### config.mk
export PLATFORM = sky130hd
export DESIGN_NAME = mc_controller
export DESIGN_NICKNAME = d
export VERILOG_FILES = /design/src/rtl/mc_controller.sv
export SDC_FILE = /design/constraint.sdc
export NUM_CORES = 1
export LEC_CHECK = 0
export ABC_CLOCK_PERIOD_IN_PS = 3700
export CAP_MARGIN = 20
export CORE_UTILIZATION = 40
export DETAILED_ROUTE_END_ITERATION = 16
export PLACE_DENSITY = 0.84
export SKIP_LAST_GASP = 1
export SLEW_MARGIN = 0
export SYNTH_ARGS = -nofsm -noshare
export SYNTH_HDL_FRONTEND = slang
export SYNTH_SLANG_ARGS = --single-unit
### constraint.sdc
create_clock -name clk -period 3.7 [get_ports clk]
set_input_delay 0.74 -clock clk [delete_from_list [all_inputs] [get_ports clk]]
set_output_delay 0.74 -clock clk [all_outputs]
set_load 0.05 [all_outputs]
### src/rtl/mc_controller.sv
// mc_controller: multicycle ARM-subset main controller (FSM sequencing, instruction decode, NZCV flags, condition check).
// Optional retired-instruction counter is built only when MC_PERF_CNT_EN is defined.
module mc_controller #(
  parameter int CNT_W         = 32,
  parameter bit HALT_ON_UNDEF = 1'b1
) (
  input  logic             clk,
  input  logic             reset,
  input  logic [3:0]       Cond,
  input  logic [1:0]       Op,
  input  logic [5:0]       Funct,
  input  logic [3:0]       Rd,
  input  logic [3:0]       ALUFlags,
  output logic             PCWrite,
  output logic             IRWrite,
  output logic             AdrSrc,
  output logic             MemWrite,
  output logic             RegWrite,
  output logic [1:0]       ResultSrc,
  output logic             ALUSrcA,
  output logic [1:0]       ALUSrcB,
  output logic [3:0]       ALUControl,
  output logic [1:0]       ImmSrc,
  output logic [1:0]       RegSrc,
  output logic             Halted,
  output logic [CNT_W-1:0] RetiredCnt
);

  typedef enum logic [3:0] {
    S_FETCH  = 4'd0,
    S_DECODE = 4'd1,
    S_MEMADR = 4'd2,
    S_MEMRD  = 4'd3,
    S_MEMWB  = 4'd4,
    S_MEMWR  = 4'd5,
    S_EXECR  = 4'd6,
    S_EXECI  = 4'd7,
    S_ALUWB  = 4'd8,
    S_BRANCH = 4'd9,
    S_HALT   = 4'd10
  } state_e;

  localparam logic [3:0] ALU_ADD = 4'b0000;
  localparam logic [3:0] ALU_SUB = 4'b0001;
  localparam logic [3:0] ALU_AND = 4'b0010;
  localparam logic [3:0] ALU_ORR = 4'b0011;

  state_e     state_q, state_d;
  logic [3:0] flags_q, flags_d;
  logic       condex_q, condex_d;

  logic       next_pc_s, branch_s, reg_w_s, mem_w_s, alu_op_s, ir_write_s;
  logic [3:0] cmd_s, alu_ctl_dec_s;
  logic       no_write_s, no_write_eff_s, arith_s, s_eff_s;
  logic [1:0] flag_w_s;
  logic       condex_live_s, condex_s;

  function automatic logic cond_eval(input logic [3:0] c, input logic [3:0] f);
    logic n, z, cy, v, r;
    {n, z, cy, v} = f;
    case (c)
      4'b0000: r = z;
      4'b0001: r = ~z;
      4'b0010: r = cy;
      4'b0011: r = ~cy;
      4'b0100: r = n;
      4'b0101: r = ~n;
      4'b0110: r = v;
      4'b0111: r = ~v;
      4'b1000: r = cy & ~z;
      4'b1001: r = ~cy | z;
      4'b1010: r = (n == v);
      4'b1011: r = (n != v);
      4'b1100: r = ~z & (n == v);
      4'b1101: r = z | (n != v);
      4'b1110: r = 1'b1;
      default: r = 1'b0;
    endcase
    return r;
  endfunction

  // State, flags and the condition result carried from EXEC into ALUWB.
  always_ff @(posedge clk or negedge reset) begin
    if (!reset) begin
      state_q  <= S_FETCH;
      flags_q  <= 4'b0000;
      condex_q <= 1'b0;
    end else begin
      state_q  <= state_d;
      flags_q  <= flags_d;
      condex_q <= condex_d;
    end
  end

  // Next-state sequencing.
  always_comb begin
    state_d = S_FETCH;
    case (state_q)
      S_FETCH:  state_d = S_DECODE;
      S_DECODE: begin
        case (Op)
          2'b01:   state_d = S_MEMADR;
          2'b00:   state_d = Funct[5] ? S_EXECI : S_EXECR;
          2'b10:   state_d = S_BRANCH;
          default: state_d = HALT_ON_UNDEF ? S_HALT : S_FETCH;
        endcase
      end
      S_MEMADR: state_d = Funct[0] ? S_MEMRD : S_MEMWR;
      S_MEMRD:  state_d = S_MEMWB;
      S_MEMWB:  state_d = S_FETCH;
      S_MEMWR:  state_d = S_FETCH;
      S_EXECR:  state_d = S_ALUWB;
      S_EXECI:  state_d = S_ALUWB;
      S_ALUWB:  state_d = S_FETCH;
      S_BRANCH: state_d = S_FETCH;
      S_HALT:   state_d = S_HALT;
      default:  state_d = S_FETCH;
    endcase
  end

  // Per-state control decode.
  always_comb begin
    next_pc_s  = 1'b0;
    branch_s   = 1'b0;
    reg_w_s    = 1'b0;
    mem_w_s    = 1'b0;
    alu_op_s   = 1'b0;
    ir_write_s = 1'b0;
    AdrSrc     = 1'b0;
    ResultSrc  = 2'b00;
    ALUSrcA    = 1'b0;
    ALUSrcB    = 2'b00;
    case (state_q)
      S_FETCH: begin
        ir_write_s = 1'b1;
        next_pc_s  = 1'b1;
        ALUSrcA    = 1'b1;
        ALUSrcB    = 2'b10;
        ResultSrc  = 2'b10;
      end
      S_DECODE: begin
        ALUSrcA   = 1'b1;
        ALUSrcB   = 2'b10;
        ResultSrc = 2'b10;
      end
      S_MEMADR: ALUSrcB = 2'b01;
      S_MEMRD:  AdrSrc = 1'b1;
      S_MEMWB: begin
        reg_w_s   = 1'b1;
        ResultSrc = 2'b01;
      end
      S_MEMWR: begin
        AdrSrc  = 1'b1;
        mem_w_s = 1'b1;
      end
      S_EXECR: alu_op_s = 1'b1;
      S_EXECI: begin
        ALUSrcB  = 2'b01;
        alu_op_s = 1'b1;
      end
      S_ALUWB: reg_w_s = 1'b1;
      S_BRANCH: begin
        ALUSrcB   = 2'b01;
        ResultSrc = 2'b10;
        branch_s  = 1'b1;
      end
      default: begin
        ir_write_s = 1'b0;
      end
    endcase
  end

  // Data-processing command decode; CMP always sets flags and never writes back.
  always_comb begin
    cmd_s         = Funct[4:1];
    alu_ctl_dec_s = ALU_ADD;
    no_write_s    = 1'b0;
    arith_s       = 1'b0;
    case (cmd_s)
      4'b0100: begin alu_ctl_dec_s = ALU_ADD; arith_s = 1'b1; end
      4'b0010: begin alu_ctl_dec_s = ALU_SUB; arith_s = 1'b1; end
      4'b0000: alu_ctl_dec_s = ALU_AND;
      4'b1100: alu_ctl_dec_s = ALU_ORR;
      4'b1010: begin alu_ctl_dec_s = ALU_SUB; arith_s = 1'b1; no_write_s = 1'b1; end
      default: begin alu_ctl_dec_s = ALU_ADD; no_write_s = 1'b1; end
    endcase
    s_eff_s        = Funct[0] | (cmd_s == 4'b1010);
    flag_w_s       = {s_eff_s, s_eff_s & arith_s};
    no_write_eff_s = no_write_s & (Op == 2'b00);
  end

  // ALUWB reuses the EXEC-cycle verdict so an instruction never sees its own flag update.
  always_comb begin
    condex_live_s = cond_eval(Cond, flags_q);
    condex_d      = condex_live_s;
    if (state_q == S_ALUWB) begin
      condex_s = condex_q;
    end else begin
      condex_s = condex_live_s;
    end
  end

  // Flag update at the end of EXEC, split into NZ and CV halves.
  always_comb begin
    flags_d = flags_q;
    if (alu_op_s && condex_s) begin
      if (flag_w_s[1]) begin
        flags_d[3:2] = ALUFlags[3:2];
      end else begin
        flags_d[3:2] = flags_q[3:2];
      end
      if (flag_w_s[0]) begin
        flags_d[1:0] = ALUFlags[1:0];
      end else begin
        flags_d[1:0] = flags_q[1:0];
      end
    end else begin
      flags_d = flags_q;
    end
  end

  assign ALUControl = alu_op_s ? alu_ctl_dec_s : ALU_ADD;
  assign RegWrite   = reset & reg_w_s & condex_s & ~no_write_eff_s;
  assign MemWrite   = reset & mem_w_s & condex_s;
  assign IRWrite    = reset & ir_write_s;
  assign PCWrite    = reset & (next_pc_s | (branch_s & condex_s) | (RegWrite & (Rd == 4'hF)));
  assign ImmSrc     = Op;
  assign RegSrc     = {Op == 2'b01, Op == 2'b10};
  assign Halted     = (state_q == S_HALT);

`ifdef MC_PERF_CNT_EN
  logic [CNT_W-1:0] cnt_q, cnt_d;

  // Count every return to FETCH; entering HALT is not a retirement.
  always_comb begin
    if ((state_d == S_FETCH) && (state_q != S_FETCH)) begin
      cnt_d = cnt_q + {{(CNT_W-1){1'b0}}, 1'b1};
    end else begin
      cnt_d = cnt_q;
    end
  end

  // Retired-instruction counter register.
  always_ff @(posedge clk or negedge reset) begin
    if (!reset) begin
      cnt_q <= {CNT_W{1'b0}};
    end else begin
      cnt_q <= cnt_d;
    end
  end

  assign RetiredCnt = cnt_q;
`else
  assign RetiredCnt = {CNT_W{1'b0}};
`endif

endmodule

==> metrics <==
non-filler instance count after layout approximately 220; #FFs+latches synth 9; Peak VDD IR roughly 0.6 mV; LEAKAGE between 0.6 and 0.7 nW; multi-input logic area a little over 800 um2; Pre-Repair DR Iteration Count 10; Comb pwr share 0.695; Sw Pwr ~570 uW; RSZ-0062 raised after global routing false; slowest CP cell clkdlybuf4s50_1; via count approximately 1100; failing checks design-rule violations; ys async rst share 1.000; compound-gate portion of the synthesized area 0.2111; first-pass GRT wire length roughly 3900 um; clock skew 3.975 ps; Final Setup Violations 0; I/O Buffers 38; Seq/Total Area, Yosys 0.1809; GPL Wtd Cong ~0.81; Hold WS just over 600 ps; Synth Area in Adders 0; Slew Viols, Final 0; Fill cells between 200 and 300; htree depth 1; Area growth syn-to-layout 23.82%; cell chain of the critical path clkdlybuf4s50_1 -> and2_4 -> o31a_1 -> a311o_2 -> a31oi_1 -> and4_1 -> buf_12; hold buffer count at CTS 0; storage element area 225.2 um2; detailed placement HPWL 1959 um; Setup crit end kind output port; critical path startpoint category input port; xor and xnor area share after synthesis 0.04925; main combinational cell family by area after synthesis buffers and inverters; Pwr Total around 1000 uW; Die Height around 58 um; placed instance count approximately 220; CP required ~3000 ps; dpl ws about 130 ps; Setup Buffers After CTS 0; DR vias/cell ~5.0; Rel. slew slack 0.6531; io pins 73; Power Density between 600 and 700 nW/um2; Simple-Gate Fraction of Synth Area 0.2342; Sw Share 0.5750; WP buf/inv 2; Hold Fails Final Rpt 0; # clock sinks 9; 1st-iter DRT viols 44; CP max stage delay 570 ps; HP Class flop to flop; remaining routing DRC violations 4; Wirelength per Cell 11.31 um; largest net degree at the start of global routing 15; Total Die Area 3340 um2; CTS root buf clkbuf_4; worst-margin pin slew slightly above 500 ps; CTS clk-pin slew, worst paths roughly 60 ps; post-layout util 0.5404; grt ovf 0; Net count, final 211; Reg power frac 0.231; Clock power frac 0.074; # rows 19; final wirelength ~2500 um; Tot GR Track Use 0.1427; Die W 57.79 um; multiplexer share of the synthesized area 0.05226; vias in the first global route between 800 and 900; most frequent cells in the layout conb_1 (34), clkdlybuf4s50_1 (32), nor2_1 (12); share of post-route cells with drive strength above 1 0.1011; status complete, but fails checks; Setup TNS Final 0 ps; CP arrival between 2000 and 3000 ps; worst skew pair latency roughly 260 ps; Pint between 400 and 500 uW; Crit Path Max Fanout 11; post-synthesis cell count ~160; CTS Buf Count 3; Yosys warnings 0; Cell Area, Synth roughly 1200 um2; initial antenna violation count 0; Setup WS post-layout about 130 ps; Crit Path Class input port to output port; commonest non-fill, non-tap cell in the layout conb_1; CTS tree yes; ANT cells 0; Final ANT Viol Nets 0; number of synthesized flops with an enable pin 0; crit share post-route 0.9650; placed inst area approximately 1500 um2; max cap viols 0; Fmax 280.1 MHz; Synth Flop Type dfrtp_1; Core Area about 2900 um2; syn avg cell area between 8 and 9 um2; Finished Cell Area around 1500 um2; worst-case clock buffer depth 2; Crit path max-delay family compound AO/OA/AOI/OAI gates; initial core utilization 0.4364; Tmin final 3570 ps; Yosys cell types 48
[final cells by class]
type | instances | share of cell area
Sequential cell | 9 | 0.1461
Inverter | 5 | 0.01218
Clock inverter | 1 | 0.003247
Tap cell | 31 | 0.02516
Multi-Input combinational cell | 130 | 0.5243
Timing Repair Buffer | 40 | 0.2744
Clock buffer | 3 | 0.01461
[power groups by stage]
stage | clock [mW] | sequential [mW] | combinational (mW)
CTS | 0.0765 | 0.228 | 0.695
floorplan | 0 | 0.171 | 0.584
finish | 0.0741 | 0.231 | 0.694
global placement | 0 | 0.229 | 0.690
detailed placement | 0 | 0.230 | 0.690
global route | 0.0786 | 0.241 | 0.735
[cell families after synthesis]
kind of cell	after synthesis
DFF	9
and+or+nand+nor	51
AOI/OAI and AO/OA	32
muxes	6
buffers and inverters	49
xor gates and xnor gates	7
other	1
[state kept, by name, indices dropped and copies added (netlist names)]
register,flops
state_q,4
condex_q,1
flags_q,4
[metal layers]
| layer | part of all wire | track usage | vias up |
|---|---|---|---|
| li1 | - | - | 546 |
| met1 | 0.47 | 0.2061 | 503 |
| met2 | 0.45 | 0.2259 | 47 |
| met3 | 0.084 | 0.02902 | 0 |
| met4 | 0 | 0.02041 | 0 |
| met5 | 0 | 0 | - |
[synthesized netlist by cell type (2+ instances only)]
library cell / instances / area share
o22ai_1: 2 / 0.010
dfrtp_1: 9 / 0.18
o32a_1: 2 / 0.016
nand2_1: 5 / 0.015
nor2b_1: 6 / 0.030
xor2_1: 4 / 0.028
and4_1: 2 / 0.014
clkbuf_1: 4 / 0.012
mux2i_1: 2 / 0.016
o31a_1: 2 / 0.014
nand3_1: 4 / 0.016
inv_2: 2 / 0.0060
buf_4: 36 / 0.22
nand2b_1: 3 / 0.015
mux2_1: 4 / 0.036
o21a_1: 2 / 0.012
inv_1: 3 / 0.0090
buf_6: 2 / 0.018
a211oi_1: 3 / 0.018
and3b_1: 2 / 0.014
nor2_1: 12 / 0.036
nor3b_1: 4 / 0.024
nor3_1: 7 / 0.028
o21ai_0: 4 / 0.016
a21oi_1: 4 / 0.016
xnor2_1: 3 / 0.021
[what timing repair did]
| item | CTS | global route |
|---|---|---|
| resized for setup | 0 | 1 |
| endpoints found under the hold margin | 0 | 0 |
| setup endpoints to repair | 0 | 1 |
[final timing paths]
kind                            start         end  slack (ps)  cells after the start
min                        flags_q[1]  flags_q[1]         610                      1
min reg2reg                flags_q[1]  flags_q[1]         610                      1
max in group asynchronous       reset  state_q[1]        2600                      2
max reg2reg                flags_q[3]  flags_q[1]        1500                      6
max                           Cond[3]    MemWrite         130                      7
min in group asynchronous       reset    condex_q         720                      1
No activity file was read; power rests on OpenSTA's default activity.
